===== config.mk =====
export PLATFORM = sky130hd
export DESIGN_NAME = sdram_timing_ctrl
export DESIGN_NICKNAME = d
export VERILOG_FILES = /design/src/rtl/sdram_pkg.sv /design/src/rtl/sdram_phase_counter.sv /design/src/rtl/sdram_timing_ctrl.sv
export SDC_FILE = /design/constraint.sdc
export NUM_CORES = 1
export LEC_CHECK = 0
export BUFFER_PORTS_ARGS = -buffer_cell sky130_fd_sc_hd__buf_4
export CAP_MARGIN = 20
export CORE_MARGIN = 1
export CORE_UTILIZATION = 49
export DETAILED_ROUTE_END_ITERATION = 8
export PLACE_DENSITY = 0.77
export SYNTH_ARGS = -nofsm -noshare
export SYNTH_HDL_FRONTEND = slang
export SYNTH_SLANG_ARGS = --single-unit

===== constraint.sdc =====
create_clock -name Clk -period 2.4 [get_ports Clk]
set_input_delay 0.48 -clock Clk [delete_from_list [all_inputs] [get_ports Clk]]
set_output_delay 0.48 -clock Clk [all_outputs]
set_load 0.1 [all_outputs]

===== src/rtl/sdram_pkg.sv =====
// Shared encodings for the SDRAM timing controller: FSM states, command strobes,
// timing width and the column-order helper.
package sdram_pkg;

  localparam int TIMING_W = 8;

  typedef enum logic [2:0] {
    ST_IDLE      = 3'd0,
    ST_CAS_WAIT  = 3'd1,
    ST_LATENCY   = 3'd2,
    ST_BURST     = 3'd3,
    ST_WAIT      = 3'd4,
    ST_PRECHARGE = 3'd5
  } state_t;

  // Strobe patterns as {CS, RAS, CAS}, all active-low.
  localparam logic [2:0] CMD_ACTIVATE = 3'b001;
  localparam logic [2:0] CMD_PROGRAM  = 3'b000;

  // A phase of N cycles loads N-1; zero still gives a one-cycle phase.
  function automatic logic [TIMING_W-1:0] phase_load(input logic [TIMING_W-1:0] n);
    return (n == '0) ? '0 : n - 8'd1;
  endfunction

  function automatic logic [7:0] beat_col(input logic [7:0] start, input logic [7:0] beat,
                                          input logic interleaved);
    return interleaved ? (start ^ beat) : (start + beat);
  endfunction

endpackage


===== src/rtl/sdram_phase_counter.sv =====
// Loadable down-counter timing every phase of the SDRAM controller FSM;
// holds at zero until the next load.
module sdram_phase_counter
  import sdram_pkg::*;
(
  input  logic                i_clk,
  input  logic                i_rst,
  input  logic                i_load,
  input  logic [TIMING_W-1:0] i_load_val,
  output logic [TIMING_W-1:0] o_count,
  output logic                o_zero
);

  logic [TIMING_W-1:0] r_count;

  always_ff @(posedge i_clk or posedge i_rst) begin
    if (i_rst) begin
      r_count <= '0;
    end else if (i_load) begin
      r_count <= i_load_val;
    end else if (r_count != '0) begin
      r_count <= r_count - 8'd1;
    end
  end

  assign o_count = r_count;
  assign o_zero  = (r_count == '0);

endmodule


===== src/rtl/sdram_timing_ctrl.sv =====
// SDRAM command timing controller: activate -> CAS wait -> (read latency) -> burst
// -> wait -> precharge. Define SDRAM_BURST_ABORT_EN to let CS=1 cut a burst short.
module sdram_timing_ctrl
  import sdram_pkg::*;
(
  input  logic        Clk,
  input  logic        Rst,
  input  logic        CS,
  input  logic        RAS,
  input  logic        CAS,
  input  logic        WeIn,
  input  logic [31:0] AddrIn,
  input  logic [7:0]  tburst,
  input  logic [7:0]  tcas,
  input  logic [7:0]  twait,
  input  logic [7:0]  tpre,
  input  logic [3:0]  tlat,
  input  logic        addr_mode,
  output logic        Ready,
  output logic        DataEn,
  output logic [7:0]  ColAddr,
  output logic [7:0]  BeatCnt,
  output logic [2:0]  Phase,
  output logic        Done
);

  state_t              r_state;
  logic                r_we;
  logic                r_mode;
  logic [7:0]          r_start;
  logic [TIMING_W-1:0] r_tburst, r_twait, r_tpre;
  logic [3:0]          r_tlat;
  logic                r_ready, r_data_en, r_done;
  logic [7:0]          r_col, r_beat;

  state_t              w_next;
  logic                w_load;
  logic [TIMING_W-1:0] w_load_val;
  logic [TIMING_W-1:0] w_count;
  logic                w_zero;
  logic                w_activate;
  logic                w_abort;
  logic [7:0]          w_beat_inc;
  logic                w_unused_addr;

  assign w_activate    = (r_state == ST_IDLE) && ({CS, RAS, CAS} == CMD_ACTIVATE);
  assign w_beat_inc    = r_beat + 8'd1;
  assign w_unused_addr = ^AddrIn[31:8];

`ifdef SDRAM_BURST_ABORT_EN
  assign w_abort = CS;
`else
  assign w_abort = 1'b0;
`endif

  sdram_phase_counter u_phase_cnt (
    .i_clk      (Clk),
    .i_rst      (Rst),
    .i_load     (w_load),
    .i_load_val (w_load_val),
    .o_count    (w_count),
    .o_zero     (w_zero)
  );

  // Next state and the counter reload for the phase being entered.
  always_comb begin
    w_next     = r_state;
    w_load     = 1'b0;
    w_load_val = '0;
    case (r_state)
      ST_IDLE: if (w_activate) begin
        w_next     = ST_CAS_WAIT;
        w_load     = 1'b1;
        w_load_val = phase_load(tcas);
      end
      ST_CAS_WAIT: if (w_zero) begin
        w_next     = r_we ? ST_BURST : ST_LATENCY;
        w_load     = 1'b1;
        w_load_val = r_we ? phase_load(r_tburst) : phase_load({4'd0, r_tlat});
      end
      ST_LATENCY: if (w_zero) begin
        w_next     = ST_BURST;
        w_load     = 1'b1;
        w_load_val = phase_load(r_tburst);
      end
      ST_BURST: if (w_abort) begin
        w_next     = ST_PRECHARGE;
        w_load     = 1'b1;
        w_load_val = phase_load(r_tpre);
      end else if (w_zero) begin
        w_next     = ST_WAIT;
        w_load     = 1'b1;
        w_load_val = phase_load(r_twait);
      end
      ST_WAIT: if (w_zero) begin
        w_next     = ST_PRECHARGE;
        w_load     = 1'b1;
        w_load_val = phase_load(r_tpre);
      end
      ST_PRECHARGE: if (w_zero) begin
        w_next = ST_IDLE;
      end
      default: w_next = ST_IDLE;
    endcase
  end

  always_ff @(posedge Clk or posedge Rst) begin
    if (Rst) begin
      r_state   <= ST_IDLE;
      r_we      <= 1'b0;
      r_mode    <= 1'b0;
      r_start   <= '0;
      r_tburst  <= '0;
      r_twait   <= '0;
      r_tpre    <= '0;
      r_tlat    <= '0;
      r_ready   <= 1'b1;
      r_data_en <= 1'b0;
      r_done    <= 1'b0;
      r_col     <= '0;
      r_beat    <= '0;
    end else begin
      r_state   <= w_next;
      r_ready   <= (w_next == ST_IDLE);
      r_data_en <= (w_next == ST_BURST);
      if (w_activate) begin
        r_we     <= WeIn;
        r_mode   <= addr_mode;
        r_start  <= AddrIn[7:0];
        r_tburst <= tburst;
        r_twait  <= twait;
        r_tpre   <= tpre;
        r_tlat   <= tlat;
      end
      // Done is registered one cycle ahead so it lines up with the last precharge cycle.
      if (w_load && (w_next == ST_PRECHARGE)) begin
        r_done <= (w_load_val == '0);
      end else begin
        r_done <= (r_state == ST_PRECHARGE) && (w_count == 8'd1);
      end
      if ((w_next == ST_BURST) && (r_state == ST_BURST)) begin
        r_beat <= w_beat_inc;
        r_col  <= beat_col(r_start, w_beat_inc, r_mode);
      end else if (w_next == ST_BURST) begin
        r_beat <= '0;
        r_col  <= r_start;
      end else begin
        r_beat <= '0;
        r_col  <= w_activate ? AddrIn[7:0] : r_start;
      end
    end
  end

  assign Ready   = r_ready;
  assign DataEn  = r_data_en;
  assign ColAddr = r_col;
  assign BeatCnt = r_beat;
  assign Phase   = r_state;
  assign Done    = r_done;

endmodule


Yosys cells after proc, flatten, opt, wreduce, memory -nomap -nowiden
Cells that the tools add are included.
- add/subtract/negate cells: 8
- multiplexer cells: 31
- bitwise gates (word level): 1
- reduce and logical (&&, ||, !) cells: 16
- equality and inequality tests: 9
- operators by type and width (cell ; number):
    $mux W8 ; 18
    $logic_not A8 Y1 ; 6
    $pmux W8 S5 ; 1
    $sub A8 B1 Y8 const B ; 5
    $mux W3 ; 6
    $pmux W3 S6 ; 1
    $eq A3 B2 Y1 const B ; 3
    $eq A3 B3 Y1 const B ; 3
    $add A8 B1 Y8 const B ; 1
    $add A8 B8 Y8 ; 1
    $eq A8 B1 Y1 const B ; 1
    $reduce_bool A8 Y1 ; 1
    $xor A8 B8 Y8 ; 1
    $eq A3 B1 Y1 const B ; 2
    $logic_not A3 Y1 ; 2
    $sub A4 B1 Y5 const B ; 1
    $logic_and A1 B1 Y1 ; 4
    $logic_not A4 Y1 ; 1
    $mux W1 ; 4
    $reduce_or A4 Y1 ; 1
    $pmux W1 S2 ; 1
    $reduce_bool A2 Y1 ; 1
- input port bits: 75
- output and inout port bits: 22
- word-level logic and storage cells: 79
- bits in registers: 68

Longest topological paths before layout
Gate-level depths: netlist of run 1.
- depth after elaboration: 7
- depth in mapped cells: 11
- depth with buffers taken out: 10

By module
A second synthesis of run 1 with hierarchy kept.
- cells, all modules: 434
- area, all modules: 4347.9 um2
- by module, submodules not included (module ; cells an instance ; sequential area each (um2) ; area an instance (um2) ; times used):
    sdram_timing_ctrl ; 378 ; 1502.7 ; 3851.2 ; 1
    sdram_phase_counter ; 56 ; 200.2 ; 496.7 ; 1

Worst setup path before layout of run 1
No wires, ideal clock.
- kind: register to register
- from: reg r_state[1], in the netlist Phase[1]
- to: reg r_done, in the netlist Done
- setup time: 0.092 ns
- stages on the path, launching flop included: 9
- clock period less this slack: 2.800 ns
- path slack: -0.400 ns
- required time: 2.308 ns
- buffers on the path: 2
- arrival time: 2.708 ns
- cells stage by stage: dfrtp_1 clkbuf_1 or3_1 or4b_1 buf_2 o21ai_2 o221a_2 nand4_1 o31ai_2
- word-level cells in the longest chain between the ends: 7
- elaborated cells between the ends (all ways): 24
- those cells by class: eq/ne (6); mux (12); reduce/logical (6)
- ends and longest elaborated chain (what ; line ; text):
    start, declared ; sdram_timing_ctrl.sv:27 ; state_t r_state;
    start signal, assigned ; sdram_timing_ctrl.sv:123 ; r_state <= w_next;
    $logic_not A3 Y1 ; sdram_timing_ctrl.sv:46, sdram_timing_ctrl.sv:70 ;
    $logic_and A1 B1 Y1 ; sdram_timing_ctrl.sv:46 ; assign w_activate = (r_state == ST_IDLE) && ({CS, RAS, CAS} == CMD_ACTIVATE);
    $mux W3 ; sdram_timing_ctrl.sv:71 ; ST_IDLE: if (w_activate) begin
    $pmux W3 S6 ; sdram_timing_ctrl.sv:70 ; case (r_state)
    $eq A3 B3 Y1 ; sdram_timing_ctrl.sv:136 ; if (w_load && (w_next == ST_PRECHARGE)) begin
    $logic_and A1 B1 Y1 ; sdram_timing_ctrl.sv:136 ;
    $mux W1 * ; sdram_timing_ctrl.sv:136 ;
    end signal, assigned ; sdram_timing_ctrl.sv:137 ; r_done <= (w_load_val == '0);
    end signal, assigned ; sdram_timing_ctrl.sv:139 ; r_done <= (r_state == ST_PRECHARGE) && (w_count == 8'd1);
    end, declared ; sdram_timing_ctrl.sv:33 ; logic r_ready, r_data_en, r_done;
Mark *: on every way between the ends. The rest lies on a longest branch, timed or not.
A chain may end at the register's enable or synchronous reset.

Final worst setup path of run 1
- from: reg r_tpre[1]
- to: reg r_done, in the netlist Done
- word-level cells in the longest chain between the ends: 6
- elaborated cells between the ends (all ways): 7
- those cells by class: add/sub (1); mux (4); reduce/logical (2)
- ends and longest elaborated chain (what ; line ; text):
    start, declared ; sdram_timing_ctrl.sv:31 ; logic [TIMING_W-1:0] r_tburst, r_twait, r_tpre;
    start signal, assigned ; sdram_timing_ctrl.sv:132 ; r_tpre <= tpre;
    $sub A8 B1 Y8 or $logic_not A8 Y1 (tied branches) ; sdram_pkg.sv:22 ; return (n == '0) ? '0 : n - 8'd1;
    $mux W8 * ; sdram_pkg.sv:22 ;
    $mux W8 * ; sdram_timing_ctrl.sv:95 ; ST_WAIT: if (w_zero) begin
    $pmux W8 S5 * ; sdram_timing_ctrl.sv:70 ;
    $logic_not A8 Y1 * ; sdram_timing_ctrl.sv:137 ;
    $mux W1 * ; sdram_timing_ctrl.sv:136 ;
Marks and branches as above.

==> results.md, run 1 <==
Logic synthesis:
- In this run, synthesis inferred 0 flip-flops with an integrated enable.
- The number of register bits inferred by synthesis is 68.
- The total of warnings raised by yosys is 0.
- For this run, the register share of the synthesized area comes to approximately 40%.
- The synthesized design devotes to its leading area cell type 40.1% of total area.
- Synthesis produced 475 cells.
- The async set-or-reset flop fraction in the synthesized netlist is between 90% and 100%.
- The per-instance average area after synthesis is 8.80 sq um.
- After synthesis the cells add up to around 4200 sq um.
- The synthesized net count is about 570.
- The top cell type by total area after synthesis is sky130_fd_sc_hd__dfrtp_1.
- After synthesis, the netlist uses 58 different library cells.
- The main flop type after synthesis is sky130_fd_sc_hd__dfrtp_1.
- After synthesis, the cell types taking the most area are sky130_fd_sc_hd__dfrtp_1 (40%), sky130_fd_sc_hd__nand2_1 (10%), sky130_fd_sc_hd__xnor2_1 (6.1%), sky130_fd_sc_hd__ha_1 (5.1%), sky130_fd_sc_hd__mux2i_1 (2.9%).

Worst setup path:
- Data on the critical path is required at its endpoint by 2670 ps.
- The element type at the critical path start is a register.
- The biggest fanout along the worst timing path is 4.
- The category of the critical setup timing path is reg2reg.
- The arrival time at the worst endpoint is between 2000 and 3000 ps.
- The sort of element at the end of the critical path is a register.

Power and ir drop:
- The power after layout is a little over 7 mW.
- The largest vdd supply drop is just under 0.6 mV.
- The ratio of total power to cell area is 1260 nW/um^2.
- The analysis attributes to cell leakage a power of roughly 2.7 nW.

Drt:
- In the routed design, unresolved DRC markers number 0.
- After detailed routing, the number of vias per cell comes to ~5.5.
- Detailed routing inserted a total of just under 4000 vias.
- For this block, the routed nets add up to 10900 microns of wire.
- In this run, the number of DRC markers left after iteration 0 of detailed routing was between 100 and 150.
- After detailed routing, the average wire length per cell comes to 15.2 microns.
- The count of nets left with antenna violations after detail routing is 0.
- The first TritonRoute pass finished after 5 iterations.

STA:
- Setup violations remaining at the end of the flow were counted as 1.
- Setup repair after global routing could not meet its margin everywhere.
- The worst clock skew on the final layout is ~12 ps.
- The final cycle utilization of the critical path is 107%.
- The final number of hold-violating endpoints is 0.
- After layout, the worst setup slack is -157 ps.
- For this run, the top clock speed supported by timing is about 390 MHz.
- The pin slew with the least headroom to its limit is 719 ps.
- The shortest period the worst path allows is 2560 ps.
- The final number of max-transition violations was 0.
- The tightest hold path in the finished design has a slack of ~250 ps.
- The worst max-slew margin expressed relative to the limit is roughly 52%.

Final layout:
- Summing all flip-flop and latch instances after layout gives 1710 sq um.
- Leaving out fill and tap cells, the most frequent cells in the layout are sky130_fd_sc_hd__buf_4 (133), sky130_fd_sc_hd__nand2_1 (112), sky130_fd_sc_hd__dfrtp_1 (59).
- Of the cells placed in the final design, the portion with a size suffix greater than 1 is between 30% and 40%.
- The growth of design area from synthesis to finish is 34.4%.
- The net count of the finished layout is 698.
- The most frequent standard cell in the layout excluding fill and tap cells is sky130_fd_sc_hd__buf_4.
- After routing the design area is around 5600 sq um.
- The number of antenna diodes in the final layout is 0.
- The number of fillers in the final layout is 636.
- The footprint of the multi-input gates is ~2400 sq um.

Hold path:
- The type of the tightest min-delay check is in2async.

Placed design:
- The wire-length estimate of the detail-placed layout is about 7600 microns.
- At the end of routability-driven placement, the weighted congestion stood at around 0.94.
- Summing all placed instances gives a cell area of between 5000 and 6000 sq um.
- Timing analysis after detailed placement gives a worst setup slack of -353 ps.
- The count of buffers added on input and output ports is 72.

GRT:
- The via count of the first global-routing pass is slightly below 4000.
- The layer flagged by global routing as most heavily used is met2.
- The global routing usage summed across all routing layers is about a quarter.
- The global routing met1 resource utilization is ~34%.
- The global-route wire length before repair is roughly 18000 microns.
- The initial antenna violation count is 0.
- After global routing the overflow that remains totals 0.
- For met3 alone, demand over resource in global routing was about 5.3%.
- The met2 track demand over resource in global routing is roughly 43%.
- The maximum number of pins on one net before global-route repair is 53.

Status:
- The checks that failed: setup timing.
- The flow ran to the end, but the final reports show violations.

Run:
- The number of max-cap violations is 0.

Clock network:
- The number of hold buffers added after CTS was 0.
- The level count of the clock H-tree is 3.
- Counting the buffers created by CTS gives 9.
- Clock latency on the worst-skew pair, taken at its later pin, is 350 ps.
- The root buffer cell chosen for the clock tree is sky130_fd_sc_hd__clkbuf_8.
- Clock-pin slew was measured on the worst setup and hold paths at roughly 80 ps.
- The TritonCTS clock tree is built.
- The buffer levels on the longest clock path is 2.
- The clock net in this run drives a total of 68 sinks.

Floorplanning:
- The floorplan step set the die width to about 94 microns.
- The floorplan step set the die height to roughly 94 microns.
- The number of I/O pins is 97.
- In this run the standard cell core region covers 8220 sq um.
- The starting density of the core is about 51%.
- The row count is 33.
- The die covers between 8000 and 9000 sq um.
## Yosys cell counts, drive strengths merged (2+ instances only)
master    n
a31oi     2
o21bai    3
xnor2    29
and3      5
nor4      3
buf       3
o32ai     2
nand3     4
o22a      3
or3       5
nor2     25
inv      13
nor3b     4
o31ai     5
nand4     2
a21o      7
or4b      4
xor2      6
a21oi    17
clkbuf   17
nand3b    6
nor3     11
o22ai     7
and2     10
nand2b    8
ha       17
o311ai    3
or4       5
dfrtp    67
a21boi    2
o21ai    32
nor2b     7
or3b      2
nand2   112
nor4b     4
mux2i    12
## cell families after synthesis
| kind of cell | after synthesis | synth area share [%] |
|---|---|---|
| compound gates | 91 | 14.5 |
| xor+xnor | 35 | 7.34 |
| fa+ha+maj | 18 | 5.57 |
| buf+inv | 33 | 3.05 |
| flops | 68 | 40.7 |
| mux | 12 | 2.87 |
| simple gates | 218 | 25.9 |
## path summary, 6_finish.rpt
path,slack (ps),cells after the start,to,startpoint
min in group Clk,310,3,r_tburst[4],tburst[4]
max in group asynchronous,1530,3,u_phase_cnt.o_count[1],Rst
worst min register to register,530,1,BeatCnt[0],BeatCnt[0]
worst min-delay path,250,2,ColAddr[5],Rst
worst max register to register,-160,11,Done,r_tpre[1]
worst max-delay path,-160,11,Done,r_tpre[1]
## through the flow
| step | std cells | setup TNS (ps) | util, % |
|---|---|---|---|
| after global routing | 715 | -292 | 68.3 |
| after floorplan | 475 | -2060 | - |
| after detailed placement | 692 | -353 | 64.1 |
| after CTS | 712 | -111 | 67.4 |
| final | 715 | -157 | 68.3 |
| after global placement | 692 | -315 | 64.1 |
## per-layer routing
layer / wire length [microns] / vias up
met3: 520 / 36
met1: 4760 / 1858
met4: 273 / 0
met2: 5320 / 118
li1: - / 1905
met5: 0 / -
## critical path, stage by stage (launching register included)
cell	delay, ps
sky130_fd_sc_hd__dfrtp_1	400
sky130_fd_sc_hd__inv_2	100
sky130_fd_sc_hd__ha_4	120
sky130_fd_sc_hd__or4b_4	460
sky130_fd_sc_hd__o211ai_4	220
sky130_fd_sc_hd__buf_6	130
sky130_fd_sc_hd__buf_6	100
sky130_fd_sc_hd__o22a_1	130
sky130_fd_sc_hd__o221ai_1	140
sky130_fd_sc_hd__a21oi_1	240
sky130_fd_sc_hd__nand4_1	170
sky130_fd_sc_hd__o31ai_2	250
## state kept, by name, indices dropped and copies added, names as in the netlist
| register | count |
|---|---|
| r_tlat | 4 |
| r_we | 1 |
| BeatCnt | 8 |
| DataEn | 1 |
| ColAddr | 8 |
| r_twait | 8 |
| r_mode | 1 |
| r_tburst | 8 |
| u_phase_cnt.o_count | 8 |
| Done | 1 |
| Phase | 3 |
| r_tpre | 8 |
| r_start | 8 |
| Ready | 1 |
## report_power, final
group | internal (mW) | switching (mW) | total, mW
clock network | 0.483 | 0.478 | 0.961
logic | 1.70 | 2.34 | 4.04
registers | 1.64 | 0.405 | 2.05
## what timing repair did
action                     CTS  global route
setup endpoints to repair    1            11
setup buffers                4             3
pin swaps                    8             4
gates resized for setup     10            16
gates cloned                 0             1
## layout make-up
| class | count | share of cell area (%) |
|---|---|---|
| inverter | 13 | 0.869 |
| clock inverter | 7 | 1.34 |
| timing repair buffer | 139 | 19.1 |
| tap | 105 | 2.34 |
| sequential | 68 | 30.5 |
| clock buffer | 9 | 2.21 |
| multi-input combinational | 374 | 43.6 |
(Power assumes the default switching activity.)
==> run 2: changes to the inputs <==
--- a/config.mk
+++ b/config.mk
@@ -5,12 +5,13 @@
 export SDC_FILE = /design/constraint.sdc
 export NUM_CORES = 1
 export LEC_CHECK = 0
-export BUFFER_PORTS_ARGS = -buffer_cell sky130_fd_sc_hd__buf_4
+export BUFFER_PORTS_ARGS = -buffer_cell sky130_fd_sc_hd__buf_2
 export CAP_MARGIN = 20
-export CORE_MARGIN = 1
+export CORE_MARGIN = 3
 export CORE_UTILIZATION = 49
 export DETAILED_ROUTE_END_ITERATION = 8
 export PLACE_DENSITY = 0.77
 export SYNTH_ARGS = -nofsm -noshare
 export SYNTH_HDL_FRONTEND = slang
 export SYNTH_SLANG_ARGS = --single-unit
+export TNS_END_PERCENT = 100
==> run 2 against run 1 <==
Net effect:
- clock skew is 2.6 ps lower
- power fell by 0.72%
- the flow still finishes with violations (setup timing)
- cell count up 0.84%
- clock power shrank 0.6%
- flip-flop and latch count unchanged
- largest cell class unchanged
==> results.md, run 2 (synthesized netlist as in run 1, its figures left out) <==
GRT:
- The maximum number of pins on one net before global-route repair is 53.
- Global routing used between 20% and 30% of the available tracks across all layers.
- The total overflow left after global routing is 0.
- The via count of the first global-routing pass came to roughly 4000.
- The initial antenna violation count is 0.
- The first global-routing pass estimated around 18000 microns of wire.

Drt:
- The number of DRC markers in iteration 0 is roughly 200.
- Dividing the detail-routed via count by the number of cells gives approximately 5.4.
- For this block, the routed nets add up to 10900 microns of wire.
- The detail route stage leaves a number of antenna-violating nets equal to 0.
- For this run, design rule violations remaining after detail routing come to 0.
- The final route contains 3926 vias.
- The detail-routed net length per standard cell is between 15 and 20 microns.
- The number of detailed-route iterations in the first pass is 5.

Final layout:
- Once layout is complete, the cells apart from fillers number about 720.
- The area growth from synthesis to layout is 30.6%.
- The finished cells cover roughly 5500 sq um.
- The net count of the finished layout is between 700 and 800.
- The library cell used most frequently in the layout, excluding fill and tap cells, is sky130_fd_sc_hd__nand2_1.
- Once layout is complete, the utilization of the core stands at between 60% and 70%.
- The share of post-route cells with drive strength above 1 is between 30% and 40%.
- 0 antenna diodes ended up in the layout.
- The library cells used most frequently in the layout, excluding fill and tap cells, are sky130_fd_sc_hd__nand2_1 (112), sky130_fd_sc_hd__buf_2 (72), sky130_fd_sc_hd__buf_4 (71).

STA:
- At the pin with the least slew margin, the transition time is 538 ps.
- Setup violations remaining at the end of the flow were counted as 1.
- The setup slack after layout is -61.1 ps.
- Setup repair after global routing could not meet its margin everywhere.
- The final number of max-transition violations is 0.
- The worst max-slew margin expressed relative to the limit is approximately 64%.
- The final number of hold-violating endpoints is 0.
- The worst path in the final design needs a cycle of between 2000 and 2500 ps, including I/O delays and setup.
- Based on the critical path, the design can be clocked at up to between 400 and 500 MHz.
- The final cycle utilization of the critical path is 103%.
- Across the routed clock network, the largest skew measured is around 9.0 ps.

Clock network:
- The count of clock tree sinks is 68.
- The post-cts hold buffer count is 0.
- The level count of the clock H-tree is 3.
- Clock tree synthesis selected as its root buffer the cell sky130_fd_sc_hd__clkbuf_8.
- Counting the buffers created by CTS gives 9.
- TritonCTS built the clock tree.
- Clock latency on the worst-skew pair, taken at its later pin, is ~350 ps.
- Clock-pin slew was measured on the worst setup and hold paths at about 80 ps.
- No sink is reached through more buffers than the 2 on the longest clock path.

Status:
- The flow ran to the end, but the final reports show violations.
- The checks that failed: setup timing.

Worst setup path:
- The critical path required time is about 2700 ps.
- The start point of the critical path is r_tpre[1].
- The category of the critical setup timing path is reg2reg.
- Of all nets on the critical path, the largest fanout is 5.
- STA puts the critical path data arrival time at ~2700 ps.
- Counting both buffers and inverters, the worst setup path holds a total of 1.
- The cell class contributing the biggest share of worst-path delay is simple AND/OR/NAND/NOR gates.
- The worst register-to-register path begins at r_tpre[1].
- The element type at the critical path start is a register.
- The sort of element at the end of the critical path is a register.
- For this run, the slowest stage of the critical path takes approximately 520 ps.
- The critical path goes through inv_2 > ha_1 > or4b_4 > o211ai_4 > o22ai_2 > a211o_1 > or4_4 > o31ai_2.
- The largest individual stage delay along the critical path comes from the cell sky130_fd_sc_hd__or4_4.

Power and ir drop:
- The design internal power is between 3 and 4 mW.
- Per report_power, the sequential group accounts for between 20% and 30% of the total.
- VDD sags by at most between 0.6 and 0.7 mV.
- For this design the static power due to leakage is approximately 2.7 nW.
- Net switching is between 40% and 50% of the power.
- Combinational logic burns a little under three fifths of the power.
- The clock network is responsible for approximately 14% of the overall power.
- The ratio of total power to cell area is 1280 nW/um^2.
- Summing internal, switching and leakage power gives 7.00 mW.
- Summed over all nets, the switching power comes to approximately 3.2 mW.

Placed design:
- The detailed placement HPWL is ~8000 microns.
- The worst setup slack after placement is -337 ps.
- After detailed placement, the total cell area comes to between 5000 and 6000 sq um.
- The count of input and output buffers is 72.
- The placed instance count is 698.
- The weighted congestion reported at the end of routability-driven placement is 0.920.

Floorplanning:
- The die covers 9670 sq um.
- Once the floorplan was initialized, standard cells occupied approximately 50% of the core.
- The number of I/O pins is 97.
- The row count is 33.
- In this run the vertical extent of the chip is between 90 and 100 microns.
- The die is 98.4 microns wide.
- The area inside the core boundary is just over 8000 sq um.

Hold path:
- The type of the tightest min-delay check is in2async.

Run:
- The number of max-cap violations is 0.
[run 2: cell types whose count changed in the layout (fill, tap and decap cells not counted), moves of 2 or more]
cell,change
sky130_fd_sc_hd__o21ai_0,-2
sky130_fd_sc_hd__o21ai_1,+2
sky130_fd_sc_hd__buf_6,-3
sky130_fd_sc_hd__clkbuf_1,+2
sky130_fd_sc_hd__xor2_1,-2
sky130_fd_sc_hd__buf_4,-62
sky130_fd_sc_hd__buf_2,+72
sky130_fd_sc_hd__xor2_2,+2
sky130_fd_sc_hd__clkinvlp_4,-3
[run 2: what timing repair did]
action                     in CTS  in global routing
gates cloned                    1                  0
buffers inserted                3                  3
resized for setup              13                 17
setup endpoints to repair       2                 10
pin swaps                       8                  5
[run 2: path summary, 6_finish.rpt]
path / slack (ps) / cells past startpoint / endpoint
worst max-delay path: -60 / 8 / Done
worst min-delay path: 190 / 3 / r_twait[6]
worst max register to register: -60 / 8 / Done
worst min register to register: 520 / 1 / BeatCnt[0]
max in group asynchronous: 1760 / 3 / BeatCnt[1]
min in group Clk: 310 / 3 / r_tburst[2]
[run 2: metal layers]
| layer | track usage [%] | vias to the layer above | share of wire (%) |
|---|---|---|---|
| li1 | - | 1920 | - |
| met1 | 30.6 | 1844 | 43 |
| met2 | 38.2 | 133 | 49 |
| met3 | 5.00 | 29 | 5.8 |
| met4 | 9.66 | 0 | 2.8 |
| met5 | 0 | - | 0 |
[run 2: power groups by stage]
stage                     sequential [mW]  clock, mW  combinational [mW]
after global placement               2.01          0                3.64
after detailed placement             2.04          0                3.78
after global routing                 2.11       1.03                4.35
after CTS                            2.03      0.965                3.89
final                                2.04      0.955                4.00
after floorplan                      2.77          0                1.86
[run 2: metrics by stage]
| step | hold WS, ps | setup TNS [ps] |
|---|---|---|
| after floorplan | 465 | -2060 |
| after global placement | 508 | -308 |
| after detailed placement | 515 | -362 |
| after CTS | 201 | -59.3 |
| after global routing | 218 | -243 |
| final | 189 | -61.1 |
[run 2: layout make-up]
| class | instances | area [sq um] |
|---|---|---|
| fillers | 675 | 2800 |
| multi-input cells | 374 | 2450 |
| flip-flops and latches | 68 | 1710 |
| repair buffers | 145 | 916 |
| clock buffers | 12 | 145 |
| well taps | 105 | 131 |
| clock inverters | 4 | 48.8 |
| inverters | 13 | 48.8 |
[run 2: worst reg2reg max path, stage by stage, from the launching register on]
cell,delay (ps)
sky130_fd_sc_hd__dfrtp_1,400
sky130_fd_sc_hd__inv_2,70
sky130_fd_sc_hd__ha_1,130
sky130_fd_sc_hd__or4b_4,470
sky130_fd_sc_hd__o211ai_4,230
sky130_fd_sc_hd__o22ai_2,110
sky130_fd_sc_hd__a211o_1,280
sky130_fd_sc_hd__or4_4,520
sky130_fd_sc_hd__o31ai_2,180
